### src/rtl/branch_pkg.sv
// branch_pkg: shared state encoding and RV32 branch funct3 codes for branch resolution.
package branch_pkg;
    typedef enum logic [1:0] {IDLE, EVAL, REDIRECT, FLUSH} br_state_e;
    localparam logic [2:0] F3_BEQ  = 3'b000;
    localparam logic [2:0] F3_BNE  = 3'b001;
    localparam logic [2:0] F3_BLT  = 3'b100;
    localparam logic [2:0] F3_BGE  = 3'b101;
    localparam logic [2:0] F3_BLTU = 3'b110;
    localparam logic [2:0] F3_BGEU = 3'b111;
endpackage

### src/rtl/branch_comp.sv
// branch_comp: shared equality / signed-or-unsigned less-than comparator.
module branch_comp #(
    parameter int DWIDTH = 32
) (
    input  logic [DWIDTH-1:0] rs1,
    input  logic [DWIDTH-1:0] rs2,
    input  logic              branch_un_ctrl,
    output logic              branch_eq,
    output logic              branch_lt
);
    assign branch_eq = rs1 == rs2;
    assign branch_lt = branch_un_ctrl ? (rs1 < rs2) : ($signed(rs1) < $signed(rs2));
endmodule

### src/rtl/branch_resolve.sv
// branch_resolve: one-at-a-time branch/jump resolution with held redirect and post-redirect flush.
module branch_resolve
    import branch_pkg::*;
#(
    parameter int DWIDTH      = 32,
    parameter int FLUSH_DEPTH = 2
) (
    input  logic              clk,
    input  logic              rst_n,
    input  logic              br_valid,
    output logic              br_ready,
    input  logic [2:0]        br_funct3,
    input  logic              br_is_jump,
    input  logic [DWIDTH-1:0] rs1_data,
    input  logic [DWIDTH-1:0] rs2_data,
    input  logic [DWIDTH-1:0] br_target,
    output logic              resolve_valid,
    output logic              taken,
    output logic              illegal_funct,
    output logic              misaligned,
    output logic              redirect_valid,
    input  logic              redirect_ready,
    output logic [DWIDTH-1:0] redirect_pc,
    output logic              flush
);
    localparam int CW = (FLUSH_DEPTH > 0) ? $clog2(FLUSH_DEPTH + 1) : 1;
    localparam logic [CW-1:0] CNT_INIT = CW'((FLUSH_DEPTH > 0) ? FLUSH_DEPTH - 1 : 0);

    br_state_e         state;
    logic [2:0]        f3_q;
    logic              jump_q;
    logic [DWIDTH-1:0] rs1_q;
    logic [DWIDTH-1:0] rs2_q;
    logic [DWIDTH-1:0] target_q;
    logic [CW-1:0]     cnt;
    logic              eq;
    logic              lt;
    logic              taken_d;
    logic              illegal_d;
    logic              misaligned_d;

    branch_comp #(.DWIDTH(DWIDTH)) u_comp (
        .rs1           (rs1_q),
        .rs2           (rs2_q),
        .branch_un_ctrl(f3_q[1]),
        .branch_eq     (eq),
        .branch_lt     (lt)
    );

    // funct3 is meaningless for jumps, so the illegal strobe only applies to branches
    always_comb begin
        illegal_d    = !jump_q && (f3_q == 3'b010 || f3_q == 3'b011);
        taken_d      = jump_q || (f3_q == F3_BEQ ? eq :
                                  f3_q == F3_BNE ? !eq :
                                  (f3_q == F3_BLT || f3_q == F3_BLTU) ? lt :
                                  (f3_q == F3_BGE || f3_q == F3_BGEU) ? !lt : 1'b0);
        misaligned_d = taken_d && |target_q[1:0];
    end

    always_ff @(posedge clk or negedge rst_n) begin
        if (!rst_n) begin
            state    <= IDLE;
            f3_q     <= '0;
            jump_q   <= 1'b0;
            rs1_q    <= '0;
            rs2_q    <= '0;
            target_q <= '0;
            cnt      <= '0;
        end else begin
            case (state)
                IDLE: if (br_valid) begin
                    f3_q     <= br_funct3;
                    jump_q   <= br_is_jump;
                    rs1_q    <= rs1_data;
                    rs2_q    <= rs2_data;
                    target_q <= br_target;
                    state    <= EVAL;
                end
                EVAL: state <= (taken_d && !misaligned_d) ? REDIRECT : IDLE;
                REDIRECT: if (redirect_ready) begin
                    cnt   <= CNT_INIT;
                    state <= (FLUSH_DEPTH == 0) ? IDLE : FLUSH;
                end
                FLUSH: if (cnt == '0) state <= IDLE; else cnt <= cnt - CW'(1);
                default: state <= IDLE;
            endcase
        end
    end

    // state is forced to IDLE by reset, so only br_ready needs explicit gating
    assign br_ready       = rst_n && state == IDLE;
    assign resolve_valid  = state == EVAL;
    assign taken          = resolve_valid && taken_d;
    assign illegal_funct  = resolve_valid && illegal_d;
    assign misaligned     = resolve_valid && misaligned_d;
    assign redirect_valid = state == REDIRECT;
    assign redirect_pc    = redirect_valid ? target_q : '0;
    assign flush          = state == FLUSH;
endmodule

### config.mk
export PLATFORM = sky130hd
export DESIGN_NAME = branch_resolve
export DESIGN_NICKNAME = d
export VERILOG_FILES = /design/src/rtl/branch_pkg.sv /design/src/rtl/branch_comp.sv /design/src/rtl/branch_resolve.sv
export SDC_FILE = /design/constraint.sdc
export NUM_CORES = 1
export LEC_CHECK = 0
export ABC_AREA = 1
export BUFFER_PORTS_ARGS = -buffer_cell sky130_fd_sc_hd__buf_4
export CAP_MARGIN = 20
export CORE_ASPECT_RATIO = 1.25
export CORE_MARGIN = 8
export CORE_UTILIZATION = 50
export DETAILED_ROUTE_END_ITERATION = 12
export HOLD_SLACK_MARGIN = 0.1
export PLACE_DENSITY = 0.87
export SYNTH_ARGS = -nofsm -noshare
export SYNTH_HDL_FRONTEND = slang
export SYNTH_SLANG_ARGS = --single-unit
### constraint.sdc
create_clock -name clk -period 2.65 [get_ports clk]
set_clock_uncertainty 0.2 [all_clocks]
set_input_delay 0.265 -clock clk [delete_from_list [all_inputs] [get_ports clk]]
set_output_delay 0.265 -clock clk [all_outputs]
set_load 0.1 [all_outputs]
Word-level counts from Yosys, hierarchy flattened
Cells that the tools add are included.

Memories: 0. Bits in latches: 0. Bits in registers: 104. Memory bits (read-only): 0. Memory bits (writable): 0. Logic and storage cells: 62.

Shifts and indexed selects: 0. Bitwise gates (word level): 0. Multiplexer cells: 14. Equal/unequal tests: 15. Reduce and logical (&&, ||, !) cells: 23. Divide/modulo/power cells: 0. Magnitude comparators: 2. Add/subtract/negate cells: 1. Multiply operators: 0.

Operators by type and width (number): 32-bit < comparator (2); 32-bit == test (1); 32-bit two-way mux (1); 3-bit == test (second input constant) (4); 2-bit two-way mux (6); 2-bit case mux with 4 select lines (1); 1-bit logical AND (7); 3-bit by 2-bit == test with 1-bit output (second input constant) (2); 3-bit AND reduction (2); 1-bit two-way mux (5); 2-bit == test (second input constant) (2); 1-bit zero test (4); 2-bit zero test (2); 1-bit logical OR (4); 2-bit by 1-bit != test with 1-bit output (second input constant) (2); 2-bit != test (second input constant) (2); 2-bit case mux with 2 select lines (1); 3-bit by 1-bit == test with 1-bit output (second input constant) (1); 3-bit zero test (1); 2-bit by 1-bit == test with 1-bit output (second input constant) (1); 2-bit AND reduction (1); 2-bit nonzero test (1); 2-bit OR reduction (1); 2-bit by 1-bit subtractor with 2-bit output (second input constant) (1).

Logic depth before layout (Yosys ltp)
Depth in word-level cells: 13. Mapped depth: 18.

By module
From an unflattened synthesis, not the netlist that was laid out.

Cell total of the unflattened synthesis: 518. Area, all modules: 5441.5 um2.

Modules (own cells, without submodules): branch_resolve (area an instance 4539.4 um2, seq. area each 2602.5 um2, cells an instance 372, times used 1); branch_comp (area an instance 902.1 um2, seq. area each 0.0 um2, cells an instance 146, times used 1).

Least setup slack after synthesis
Ideal clock, no wire load.

Path kind: register to output. From: register with a tool-made name. To: output port illegal_funct. Arrival: 4.003 ns. Path buffers: 0. Slack: -1.818 ns. Cell stages (with the launch flop): 4. Cells stage by stage: dfrtp_1 -> nor2_1 -> nand2_1 -> nor3_1.

RTL lines: end, declared (line branch_resolve.sv:19) `output logic illegal_funct,`.

Final worst setup path
From: register rs1_q[9]. To: output port misaligned.

Cells in the longest elaborated chain, start to end: 10. Elaborated cells between the ends (all ways): 13. Classes of those cells: order compare (2); eq/ne (1); mux (5); reduce/logical (5).

RTL lines: start, declared (line branch_resolve.sv:32) `logic [DWIDTH-1:0] rs1_q;`; start signal, assigned (line branch_resolve.sv:74) `rs1_q <= rs1_data;`; 32-bit < comparator (line branch_comp.sv:12) `assign branch_lt = branch_un_ctrl ? (rs1 < rs2) : ($signed(rs1) < $signed(rs2));`; 1-bit two-way mux (line branch_comp.sv:12); 1-bit zero test (line branch_resolve.sv:56) `(f3_q == F3_BGE || f3_q == F3_BGEU) ? !lt : 1'b0);`; 1-bit two-way mux (line branch_resolve.sv:56); 1-bit two-way mux (line branch_resolve.sv:55) `(f3_q == F3_BLT || f3_q == F3_BLTU) ? lt :`; 1-bit two-way mux (line branch_resolve.sv:54) `f3_q == F3_BNE ? !eq :`; 1-bit two-way mux (*) (line branch_resolve.sv:53) `taken_d = jump_q || (f3_q == F3_BEQ ? eq :`; 1-bit logical OR (*) (line branch_resolve.sv:53); 1-bit logical AND (*) (line branch_resolve.sv:57) `misaligned_d = taken_d && |target_q[1:0];`; 1-bit logical AND (*) (line branch_resolve.sv:95) `assign misaligned = resolve_valid && misaligned_d;`; end, declared (line branch_resolve.sv:20) `output logic misaligned,`.

Mark *: on every way between the ends. The rest lies on a longest branch, timed or not.

==> results.yml <==
power:
  vdd_drop_max_mv: 1.01
  power_frac_comb: 0.590
  switching_share: 0.490
  p_per_area_nw_per_um2: 1270
  p_int_uw: 5070
  p_leak_uw: 0.00399
  total_power_uw: 9950
  clkPwrFrac: 0.134
  power.switching_uw: 4880
  seq_power_share: 0.276
die:
  initial_core_util: 0.505
  rows: 41
  die-height_um: 128
  core_sq_um: 9900
  die_w_um: 105
  io_pins: 143
  dieArea_sq_um: 13500
cells_and_area:
  seq_area_sq_um: 2600
  fin_cells: 920
  final_core_util: 0.790
  final_nets: 923
  mostFrequentLayoutCell: "buf_4"
  nFillCells: 575
  multiInputGateArea_sq_um: 2230
  area_growth_pct: 56.3
  drive_gt1_frac: 0.331
  diodes: 0
  layout_common_cells: "buf_4, dfrtp_1, dlygate4sd3_1"
run:
  cap_violations: 0
placed_design:
  routabilityCongestion: 0.762
  dp_hpwl_um: 8850
  port_buffers: 142
  placed_cells: 797
sta:
  post-route-period-util: 1.04
  max_freq_ghz: 0.364
  fin_crit_ns: 2.75
  hold_viol: 0
  setup_ws_ns: -0.0970
  maxSlewViolCount: 0
  rsz0062_at_grt: "yes"
  setup_violations: 2
  worstMarginPinSlew_ns: 0.873
  relSlewSlack: 0.417
synth:
  syn_nets: 681
  postSynthCellCount: 544
  yosysTopAreaCell: "dfrtp_1"
  ys_seq_area_frac: 0.520
  yosys.area.top_type_share: 0.520
  yosysWarnings: 0
  ys_ff_latch: 104
  synth.distinct_cells: 27
  syn_area_sq_um: 5000
  synth_area_leaders: "dfrtp_1, nor2_1, a21oi_1"
  syn_area_per_cell_sq_um: 9.20
routing:
  drcViolationCount: 0
  highest_layer: "met4"
  wl_per_cell_um: 16.1
  drt-total-wl_um: 14800
  vias: 4590
  viasPerCell: 4.99
  drt_pass1_iterations: 4
  wl_met2_um: 8000
  first_iter_violations: 189
  ant_nets: 0
  wl_met1_um: 5470
  wl_met3_um: 844
global_routing:
  overflow: 0
  antenna_found_initial: 0
  grt_pass1_vias: 5071
  grt_max_degree: 113
  grt_pass1_wl_um: 24100
  grt_usage: 0.222
setup_path:
  r2r_slack_ns: 0.15
  endpoint_kind: "output port"
  critPathTopFamily: "simple AND/OR/NAND/NOR gates"
  crit_slowest_cell: "dfrtp_1"
  worst-path-buf-inv: 1
  crit_chain: "ha_1, nand2_1, nand2_1, nand3_1, nand2_1, a21oi_2, nand2_1, nand2_1, nand2_1, nand2_1, nand3_2, nand3_2, nand2_2, nor2_4, buf_12"
  start_kind: "register"
  max_stage_delay_ns: 0.41
  r2r_cells: 7
  path_class: "register to output port"
  crit_fanout: 2
  cpMostUsedCell: "nand2_1"
  cp.required_ns: 2.18
  crit_arrival_ns: 2.28
  r2r-end: "state[0]"
min_path:
  holdPathEnd: "cnt[1]"
  hold_path.class: "register to register"
  holdPathStages: 2
  hold_start: "cnt[1]"
run_status:
  violations: "negative setup slack"
  status: "finished, violations left"
clock_tree:
  clock_sink_count: 104
  cts-root-buf: "clkbuf_16"
  cts_tree: "done"
  cts_inserted_buffers: 9
  path_clk_slew_ns: 0.07
  htreeDepth: 3
  worstSkewPairLatency_ns: 0.33
  cts_max_path_buffers: 2
cell families after synthesis:
group,after synthesis,synth area share
simple gates,177,0.144
fa+ha+maj,33,0.0825
mux,33,0.0743
buf+inv,105,0.0833
compound gates,91,0.0940
xor+xnor,1,0.00175
flops,104,0.520
worst max-delay path by stage:
| stage | end | slack [ns] | cells after the start | startpoint |
|---|---|---|---|---|
| final | misaligned | -0.1 | 15 | rs1_q[9] |
| after global routing | misaligned | -0.27 | 15 | rs1_q[9] |
| after CTS | misaligned | -0.1 | 12 | rs1_q[31] |
| after detailed placement | misaligned | 0.12 | 12 | rs1_q[31] |
| after global placement | misaligned | 0.16 | 12 | rs1_q[31] |
| after floorplan | br_ready | -0.46 | 1 | register |
sequential cells by signal (all words and copies together), names as in the netlist, named ones only:
signal    flops
rs1_q        32
rs2_q        32
target_q     32
f3_q          3
cnt           2
jump_q        1
state         1
per-layer routing:
layer	GRT usage	vias up
li1	-	2205
met1	0.231	2201
met2	0.408	147
met3	0.0508	37
met4	0.108	0
met5	0	-
per-stage QoR:
stage	setup slack, ns	TNS [ns]	cell area (sq um)	hold WS [ns]
CTS	-0.0998	-0.158	7800	0.314
global route	-0.269	-0.493	7820	0.334
floorplan	-0.464	-14.60	5110	-0.231
global placement	0.158	0	6300	0.226
detailed placement	0.123	0	6300	0.234
finish	-0.0970	-0.173	7820	0.315
repair_timing:
item                                    in CTS  in global routing
buffers inserted                             2                  1
gates resized for setup                     24                  4
gates cloned                                 0                  0
hold buffers                               104                  0
endpoints found under the setup margin       2                  2
pin swaps                                    5                  1
endpoints found under the hold margin      207                  0
power by group through the flow:
stage	Clock, uW	Sequential, uW	Combinational (uW)
after CTS	1370	2720	5730
after global placement	0	2670	5070
after detailed placement	0	2720	5250
after global routing	1430	2820	6300
after floorplan	0	2620	4180
final	1340	2740	5870
tightest hold or removal path: stages, from the launching register on:
cell and delay (ns):
dfrtp_1 0.35, nand2_1 0.06, o31ai_1 0.06
cell usage after synthesis:
| cell | n |
|---|---|
| ha_1 | 33 |
| o2111ai_1 | 1 |
| nor4_4 | 1 |
| o21ai_0 | 2 |
| a21oi_1 | 83 |
| nor2_2 | 2 |
| o31ai_1 | 1 |
| buf_2 | 18 |
| nand4_1 | 3 |
| or2_1 | 1 |
| o21a_2 | 1 |
| o21ai_1 | 1 |
| nor3_1 | 1 |
| inv_1 | 80 |
| nor3b_1 | 1 |
| nor2_1 | 115 |
| nand2_2 | 3 |
| a21o_1 | 1 |
| clkbuf_1 | 3 |
| xor2_1 | 1 |
| dfrtp_1 | 104 |
| inv_2 | 4 |
| nand3_2 | 1 |
| mux2_2 | 33 |
| nand2_1 | 44 |
| nand3_1 | 5 |
| o21a_1 | 1 |
final cells by class:
type                    count  area share
inverters                  84      0.0403
clock inverters             3     0.00512
well taps                 129      0.0206
clock buffers              13      0.0333
repair buffers            252       0.283
multi-input cells         335       0.285
flip-flops and latches    104       0.333
Power figures use the tool's default switching activity.
